`config.mk`:
```
export PLATFORM = sky130hd
export DESIGN_NAME = counter_ctrl_frontend
export DESIGN_NICKNAME = d
export VERILOG_FILES = /design/src/rtl/counter_ctrl_frontend_pkg.sv /design/src/rtl/counter_ctrl_frontend_btn_debounce.sv /design/src/rtl/counter_ctrl_frontend.sv
export SDC_FILE = /design/constraint.sdc
export NUM_CORES = 1
export LEC_CHECK = 0
export BUFFER_PORTS_ARGS = -buffer_cell sky130_fd_sc_hd__buf_2
export CAP_MARGIN = 20
export CORE_AREA = 2 2 56 58
export DETAILED_ROUTE_END_ITERATION = 7
export DIE_AREA = 0 0 58 60
export PLACE_DENSITY = 0.74
export SETUP_SLACK_MARGIN = 0.3
export SLEW_MARGIN = 40
export SYNTH_ARGS = -nofsm -noshare
export SYNTH_HDL_FRONTEND = slang
export SYNTH_HIERARCHICAL = 1
export SYNTH_SLANG_ARGS = --single-unit
```
`constraint.sdc`:
```
create_clock -name clk -period 2.7 [get_ports clk]
set_input_delay 0.81 -clock clk [delete_from_list [all_inputs] [get_ports clk]]
set_output_delay 0.81 -clock clk [all_outputs]
set_load 0.1 [all_outputs]
```
`src/rtl/counter_ctrl_frontend_pkg.sv`:
```
// Shared definitions for the mod-N counter command path: ctrl codes, run modes
// and small helpers used by the front end and the counter itself.
package counter_ctrl_frontend_pkg;

    typedef enum logic [1:0] {
        MODE_HOLD   = 2'd0,
        MODE_UP     = 2'd1,
        MODE_DOWN   = 2'd2,
        MODE_UPDOWN = 2'd3
    } mode_t;

    localparam logic [2:0] CTRL_HOLD   = 3'b000;
    localparam logic [2:0] CTRL_UP     = 3'b001;
    localparam logic [2:0] CTRL_DOWN   = 3'b010;
    localparam logic [2:0] CTRL_UPDOWN = 3'b011;
    localparam logic [2:0] CTRL_LOAD   = 3'b100;
    localparam logic [2:0] CTRL_CLEAR  = 3'b101;

    function automatic logic [3:0] sat_load(input logic [3:0] value, input logic [3:0] max_value);
        if (value > max_value) begin
            return max_value;
        end else begin
            return value;
        end
    endfunction

    function automatic mode_t next_mode(input mode_t cur);
        case (cur)
            MODE_HOLD:   return MODE_UP;
            MODE_UP:     return MODE_DOWN;
            MODE_DOWN:   return MODE_UPDOWN;
            MODE_UPDOWN: return MODE_HOLD;
            default:     return MODE_HOLD;
        endcase
    endfunction

endpackage

```
`src/rtl/counter_ctrl_frontend_btn_debounce.sv`:
```
// One push-button channel: 2-flop synchroniser, consecutive-sample filter and
// a registered one-clock pulse on each accepted press (releases are silent).
module btn_debounce #(
    parameter  int DEBOUNCE_CYCLES = 4,
    localparam int CNT_W           = $clog2(DEBOUNCE_CYCLES) + 1
) (
    input  logic clk,
    input  logic rst_n,
    input  logic raw,
    output logic press
);

    localparam logic [CNT_W-1:0] CNT_LAST = CNT_W'(DEBOUNCE_CYCLES - 1);

    logic             sync1_r;
    logic             sync2_r;
    logic             stable_r;
    logic             stable_d_r;
    logic             press_r;
    logic [CNT_W-1:0] cnt_r;

    // Synchronise, filter and detect the rising edge of the filtered level.
    always_ff @(posedge clk or negedge rst_n) begin
        if (!rst_n) begin
            sync1_r    <= 1'b0;
            sync2_r    <= 1'b0;
            stable_r   <= 1'b0;
            stable_d_r <= 1'b0;
            press_r    <= 1'b0;
            cnt_r      <= '0;
        end else begin
            sync1_r    <= raw;
            sync2_r    <= sync1_r;
            stable_d_r <= stable_r;
            press_r    <= stable_r & ~stable_d_r;
            if (sync2_r != stable_r) begin
                if (cnt_r == CNT_LAST) begin
                    stable_r <= sync2_r;
                    cnt_r    <= '0;
                end else begin
                    cnt_r <= cnt_r + CNT_W'(1);
                end
            end else begin
                // Any sample agreeing with the accepted level restarts the filter.
                cnt_r <= '0;
            end
        end
    end

    assign press = press_r;

endmodule

```
`src/rtl/counter_ctrl_frontend.sv`:
```
// Command front end for the mod-N counter: debounced buttons drive the run mode
// and load/clear one-shots that stay pending until a clk_en edge consumes them.
module counter_ctrl_frontend
    import counter_ctrl_frontend_pkg::*;
#(
    parameter int DEBOUNCE_CYCLES = 4,
    parameter int MOD_N           = 10
) (
    input  logic       clk,
    input  logic       rst_n,
    input  logic       clk_en,
    input  logic       btn_mode_raw,
    input  logic       btn_load_raw,
    input  logic       btn_clr_raw,
    input  logic [3:0] sw_raw,
    output logic [2:0] ctrl,
    output logic [3:0] inp,
    output logic [1:0] mode,
    output logic       cmd_busy
);

    localparam logic [3:0] LOAD_MAX = 4'(MOD_N - 1);

    logic       mode_press_s;
    logic       load_press_s;
    logic       clr_press_s;
    logic [3:0] sw_sync1_r;
    logic [3:0] sw_sync2_r;
    mode_t      mode_r;
    logic       clr_pend_r;
    logic       ld_pend_r;
    logic [3:0] inp_r;
    logic [2:0] ctrl_r;
    logic       cmd_busy_r;
    mode_t      mode_next_s;
    logic       clr_next_s;
    logic       ld_next_s;
    logic [3:0] inp_next_s;
    logic [2:0] ctrl_next_s;

    btn_debounce #(.DEBOUNCE_CYCLES(DEBOUNCE_CYCLES)) u_mode_db (
        .clk   (clk),
        .rst_n (rst_n),
        .raw   (btn_mode_raw),
        .press (mode_press_s)
    );

    btn_debounce #(.DEBOUNCE_CYCLES(DEBOUNCE_CYCLES)) u_load_db (
        .clk   (clk),
        .rst_n (rst_n),
        .raw   (btn_load_raw),
        .press (load_press_s)
    );

    btn_debounce #(.DEBOUNCE_CYCLES(DEBOUNCE_CYCLES)) u_clr_db (
        .clk   (clk),
        .rst_n (rst_n),
        .raw   (btn_clr_raw),
        .press (clr_press_s)
    );

    // Switch bank synchroniser; the value is only sampled on a load press.
    always_ff @(posedge clk or negedge rst_n) begin
        if (!rst_n) begin
            sw_sync1_r <= 4'd0;
            sw_sync2_r <= 4'd0;
        end else begin
            sw_sync1_r <= sw_raw;
            sw_sync2_r <= sw_sync1_r;
        end
    end

    // Next mode, pending flags, load value and the ctrl code they imply.
    always_comb begin
        mode_next_s = mode_r;
        clr_next_s  = clr_pend_r;
        ld_next_s   = ld_pend_r;
        inp_next_s  = inp_r;
        ctrl_next_s = CTRL_HOLD;

        if (mode_press_s) begin
            mode_next_s = next_mode(mode_r);
        end else begin
            mode_next_s = mode_r;
        end

        if (clr_press_s) begin
            // Clear wins over a same-cycle load and cancels any pending load.
            clr_next_s = 1'b1;
            ld_next_s  = 1'b0;
            inp_next_s = inp_r;
        end else begin
            clr_next_s = (clk_en && (ctrl_r == CTRL_CLEAR)) ? 1'b0 : clr_pend_r;
            if (load_press_s && !clr_pend_r) begin
                ld_next_s  = 1'b1;
                inp_next_s = sat_load(sw_sync2_r, LOAD_MAX);
            end else begin
                ld_next_s  = (clk_en && (ctrl_r == CTRL_LOAD)) ? 1'b0 : ld_pend_r;
                inp_next_s = inp_r;
            end
        end

        if (clr_next_s) begin
            ctrl_next_s = CTRL_CLEAR;
        end else if (ld_next_s) begin
            ctrl_next_s = CTRL_LOAD;
        end else begin
            ctrl_next_s = {1'b0, mode_next_s};
        end
    end

    // Mode FSM and command registers.
    always_ff @(posedge clk or negedge rst_n) begin
        if (!rst_n) begin
            mode_r     <= MODE_HOLD;
            clr_pend_r <= 1'b0;
            ld_pend_r  <= 1'b0;
            inp_r      <= 4'd0;
            ctrl_r     <= CTRL_HOLD;
            cmd_busy_r <= 1'b0;
        end else begin
            mode_r     <= mode_next_s;
            clr_pend_r <= clr_next_s;
            ld_pend_r  <= ld_next_s;
            inp_r      <= inp_next_s;
            ctrl_r     <= ctrl_next_s;
            cmd_busy_r <= clr_next_s | ld_next_s;
        end
    end

    assign ctrl     = ctrl_r;
    assign inp      = inp_r;
    assign mode     = mode_r;
    assign cmd_busy = cmd_busy_r;

endmodule
```
Word level (Yosys, flattened, before mapping)
Index checks and enable logic that the tools add are counted.
{"block": "totals", "rom_bits": 0, "memories": 0, "regBits": 44, "input_bits": 10, "latchBits": 0, "out_inout_bits": 10, "elab_cells": 74, "mem_bits_rw": 0}
{"block": "classes", "n_reduce_logical": 9, "n_div": 0, "shift": 0, "order_cmp": 1, "eq_ne": 11, "n_mul": 0, "addsub": 3, "mux": 16, "n_bitwise": 8}
{"op": "$mux 3", "n": 8}
{"op": "$add 3x1->3 const B", "n": 3}
{"op": "$eq 3x2->1 const B", "n": 3}
{"op": "$pmux 2 s4", "n": 1}
{"op": "$reduce_and 2->1", "n": 4}
{"op": "$eq 3x3->1 const B", "n": 2}
{"op": "$mux 1", "n": 5}
{"op": "$eq 2x2->1 const B", "n": 2}
{"op": "$gt 4x4->1 const B", "n": 1}
{"op": "$mux 4", "n": 1}
{"op": "$not 1->1", "n": 4}
{"op": "$and 1x1->1", "n": 3}
{"op": "$logic_and 1x1->1", "n": 3}
{"op": "$ne 1x1->1", "n": 3}
{"op": "$eq 2x1->1 const B", "n": 1}
{"op": "$logic_not 2->1", "n": 1}
{"op": "$mux 2", "n": 1}
{"op": "$logic_not 1->1", "n": 1}
{"op": "$or 1x1->1", "n": 1}

Depth between registers and ports, before layout
{"block": "logic_depth", "ltp_word": 7, "depth_mapped": 5, "depth_no_buf": 5}

Modules after synthesis
The synthesis kept the hierarchy.
{"module": "btn_debounce", "area_each_um2": 277.8, "n_inst": 3, "cells_each": 16, "seq_area_each_um2": 200.2}
{"module": "counter_ctrl_frontend", "area_each_um2": 688.2, "n_inst": 1, "cells_each": 52, "seq_area_each_um2": 475.5}

Worst setup path after synthesis
No wires, ideal clock.
{"block": "synth_path", "path_kind": "register to output", "from": "reg, netlist name cmd_busy", "to": "out ctrl[2]", "required_time_ns": 1.890, "arrival_time_ns": 1.350, "path_stages_with_launch": 2, "path_slack_ns": 0.540, "n_path_buf": 1, "cell_sequence": "dfrtp_1 -> buf_4"}
{"item": "to (decl)", "line": "counter_ctrl_frontend.sv:16", "rtl": "output logic [2:0] ctrl,"}

==> results_dict.tcl <==
set metrics [dict create \
    synth-xor-area-share_pct 1.727 \
    synth_warnings 6 \
    dr.pass1.iters 2 \
    wire_per_inst_um 12.46 \
    die_area_um2 3480 \
    start_util_pct 52.41 \
    synth_compound_area_share_pct 2.632 \
    synthMuxAreaShare_pct 2.220 \
    rsz0062_at_grt "no" \
    min_period_ps 1991 \
    first_global_vias 820 \
    path_buf_inv 1 \
    crit_family "buffers and inverters" \
    core_um2 2903 \
    die_h_um 60 \
    cts_hold_buf 0 \
    cp_max_fo 4 \
    final_area_um2 1710 \
    cp-start-kind "flip-flop" \
    fin_util_pct 58.92 \
    crit_type "reg2out" \
    clk_latency_ps 350 \
    synthTopCellsByArea "dfrtp_1 (71%), ha_1 (4.1%), nor3b_2 (3.3%)" \
    fin_cells 160 \
    synth_top_family_by_area "simple AND/OR/NAND/NOR gates" \
    final_antenna_net_count 0 \
    cts_max_level 2 \
    cts_max_path_buffers 2 \
    via_per_inst 5.156 \
    final_nets 141 \
    track_usage_pct 14.10 \
    syn_area_um2 1521 \
    setup-tns-final_ps 0 \
    place_area_um2 1658 \
    overflow 0 \
    cp_data_required_time_ps 1890 \
    row_count 20 \
    io_buffers 19 \
    antenna_found_initial 0 \
    die_w_um 58 \
    post-cts-setup-buffer-count 0 \
    fin_skew_ps 5.389 \
    drt_iter0_markers 20 \
    critical-path-max-stage-delay_ps 440 \
    dp.cells 152 \
    tightest_slew_ps 484.2 \
    clockRootBuffer "clkbuf_4" \
    ys_ff_latch 43 \
    synth_nets 115 \
    yosys.area.top_type "dfrtp_1" \
    slew_violations 0 \
    synth_top_area_share_pct 70.72 \
    dp_hpwl_um 1422 \
    drv_cap 0 \
    yosys.area_share.adder_pct 4.112 \
    layout-drive-gt1-share_pct 32.28 \
    yosys.area_share.simple_pct 17.35 \
    clock.fmax_ghz 0.5024 \
    arrival_ps 1180 \
    drt_wl_total_um 1994 \
    finalSetupViolations 0 \
    clock_sinks 43 \
    grt_max_degree 28 \
    gp_congestion 0.7342 \
    cts_tree "yes" \
    n_antenna_cell 0 \
    cp_cell_sequence "buf_2" \
    fin_crit_sh_pct 73.73 \
    endpoint_kind "output port" \
    areaGrowthSynthToFinish_pct 12.42 \
    hold_class "in2async" \
    cts_resized 0 \
    cts_buffers 5 \
    grt_pass1_wl_um 3436 \
    avgSynthCellArea_um2 15.21 \
    clkTransAtPathRegs_ps 120 \
    fillCellCount 230 \
    ioPinCount 20 \
    max_slew_margin_pct 67.95 \
    vias 825 \
    seq_area_frac_synth_pct 70.72 \
    drcViolationCount 0 \
    status "finished clean" \
    synth_cells 100 \
    cp_slowest_cell "buf_2" \
    hold_viol 0 \
    yosys.cell_types.count 24 \
    worst-r2r-setup-slack_ps 1510 \
]
## worst reg2reg max path: cells and delay by family, from the launching register on
family | cells | cell delay (ps)
flops | 1 | 400
simple gates | 2 | 400
compound gates | 1 | 190
buf+inv | 1 | 90
## layer usage
layer	global-route usage, %	wire, µm	up-vias
li1	-	-	388
met1	15.18	821	408
met2	22.56	985	21
met3	6.494	125	8
met4	8.970	61	0
met5	0	0	-
## layout by cell type, fill, tap and decap left out, drive strengths merged
| master | n |
|---|---|
| a21oi | 1 |
| and4bb | 1 |
| buf | 20 |
| clkbuf | 5 |
| clkinv | 3 |
| dfrtp | 43 |
| ha | 5 |
| inv | 3 |
| mux2 | 3 |
| nand2 | 9 |
| nand2b | 1 |
| nand3b | 2 |
| nand4b | 1 |
| nor2 | 2 |
| nor2b | 6 |
| nor3 | 3 |
| nor3b | 9 |
| o21ai | 3 |
| o22a | 1 |
| o31ai | 1 |
| or2 | 1 |
| or3b | 1 |
| xnor2 | 3 |
## sequential cells by signal, summed over array words and instances, names as in the netlist, 2 cells and up
register / flops
sw_sync1_r: 4
u_load_db/cnt_r: 3
sw_sync2_r: 4
inp: 4
ctrl: 2
u_mode_db/cnt_r: 3
u_clr_db/cnt_r: 3
mode: 2
## cell type report
cell class	count	area, µm²	share of cell area [%]
inverters	3	11.26	0.6584
flip-flops and latches	43	1076	62.91
multi-input cells	53	426.7	24.95
well taps	33	41.29	2.414
clock buffers	5	37.54	2.195
clock inverters	3	15.01	0.8778
repair buffers	20	102.6	5.999
## cells in the mapped netlist
cell      number
nand4b_1       1
or3b_4         1
nor3_1         3
nand2b_1       1
nor2_1         2
nor3b_2        4
or2_1          1
nand2_1        9
nor3b_1        5
nor2b_1        3
o21ai_2        1
o31ai_1        1
o22a_1         1
and4bb_2       1
o21ai_0        2
inv_1          3
nor2b_4        3
mux2_2         3
ha_1           5
nand3b_1       2
dfrtp_1       43
xnor2_1        3
a21oi_1        1
buf_4          1
## stage by stage
step	hold WS, ps	setup slack (ps)
2_1_floorplan	331.2	540.1
3_3_place_gp	332.6	1111
3_5_place_dp	336.2	1045
4_1_cts	337.1	683.1
5_1_grt	345.9	655.8
6_report	349.4	709.4
## logic make-up after synthesis
group,Yosys count
buf+inv,4
mux,3
flops,43
fa+ha+maj,5
xor+xnor,3
simple gates,36
compound gates,6
## path summary, 6_finish.rpt
| path | to | cells past startpoint | from |
|---|---|---|---|
| min | inp[1] | 1 | rst_n |
| min in group clk | sw_sync2_r[2] | 0 | sw_sync1_r[2] |
| min reg2reg | sw_sync2_r[2] | 0 | sw_sync1_r[2] |
| max in group asynchronous | u_mode_db/cnt_r[0] | 2 | rst_n |
| max | ctrl[2] | 1 | cmd_busy |
| max reg2reg | cmd_busy | 4 | ctrl[1] |
Power is not shown: default switching activity piles up to over one toggle a cycle in this logic, so the estimate is an artifact.
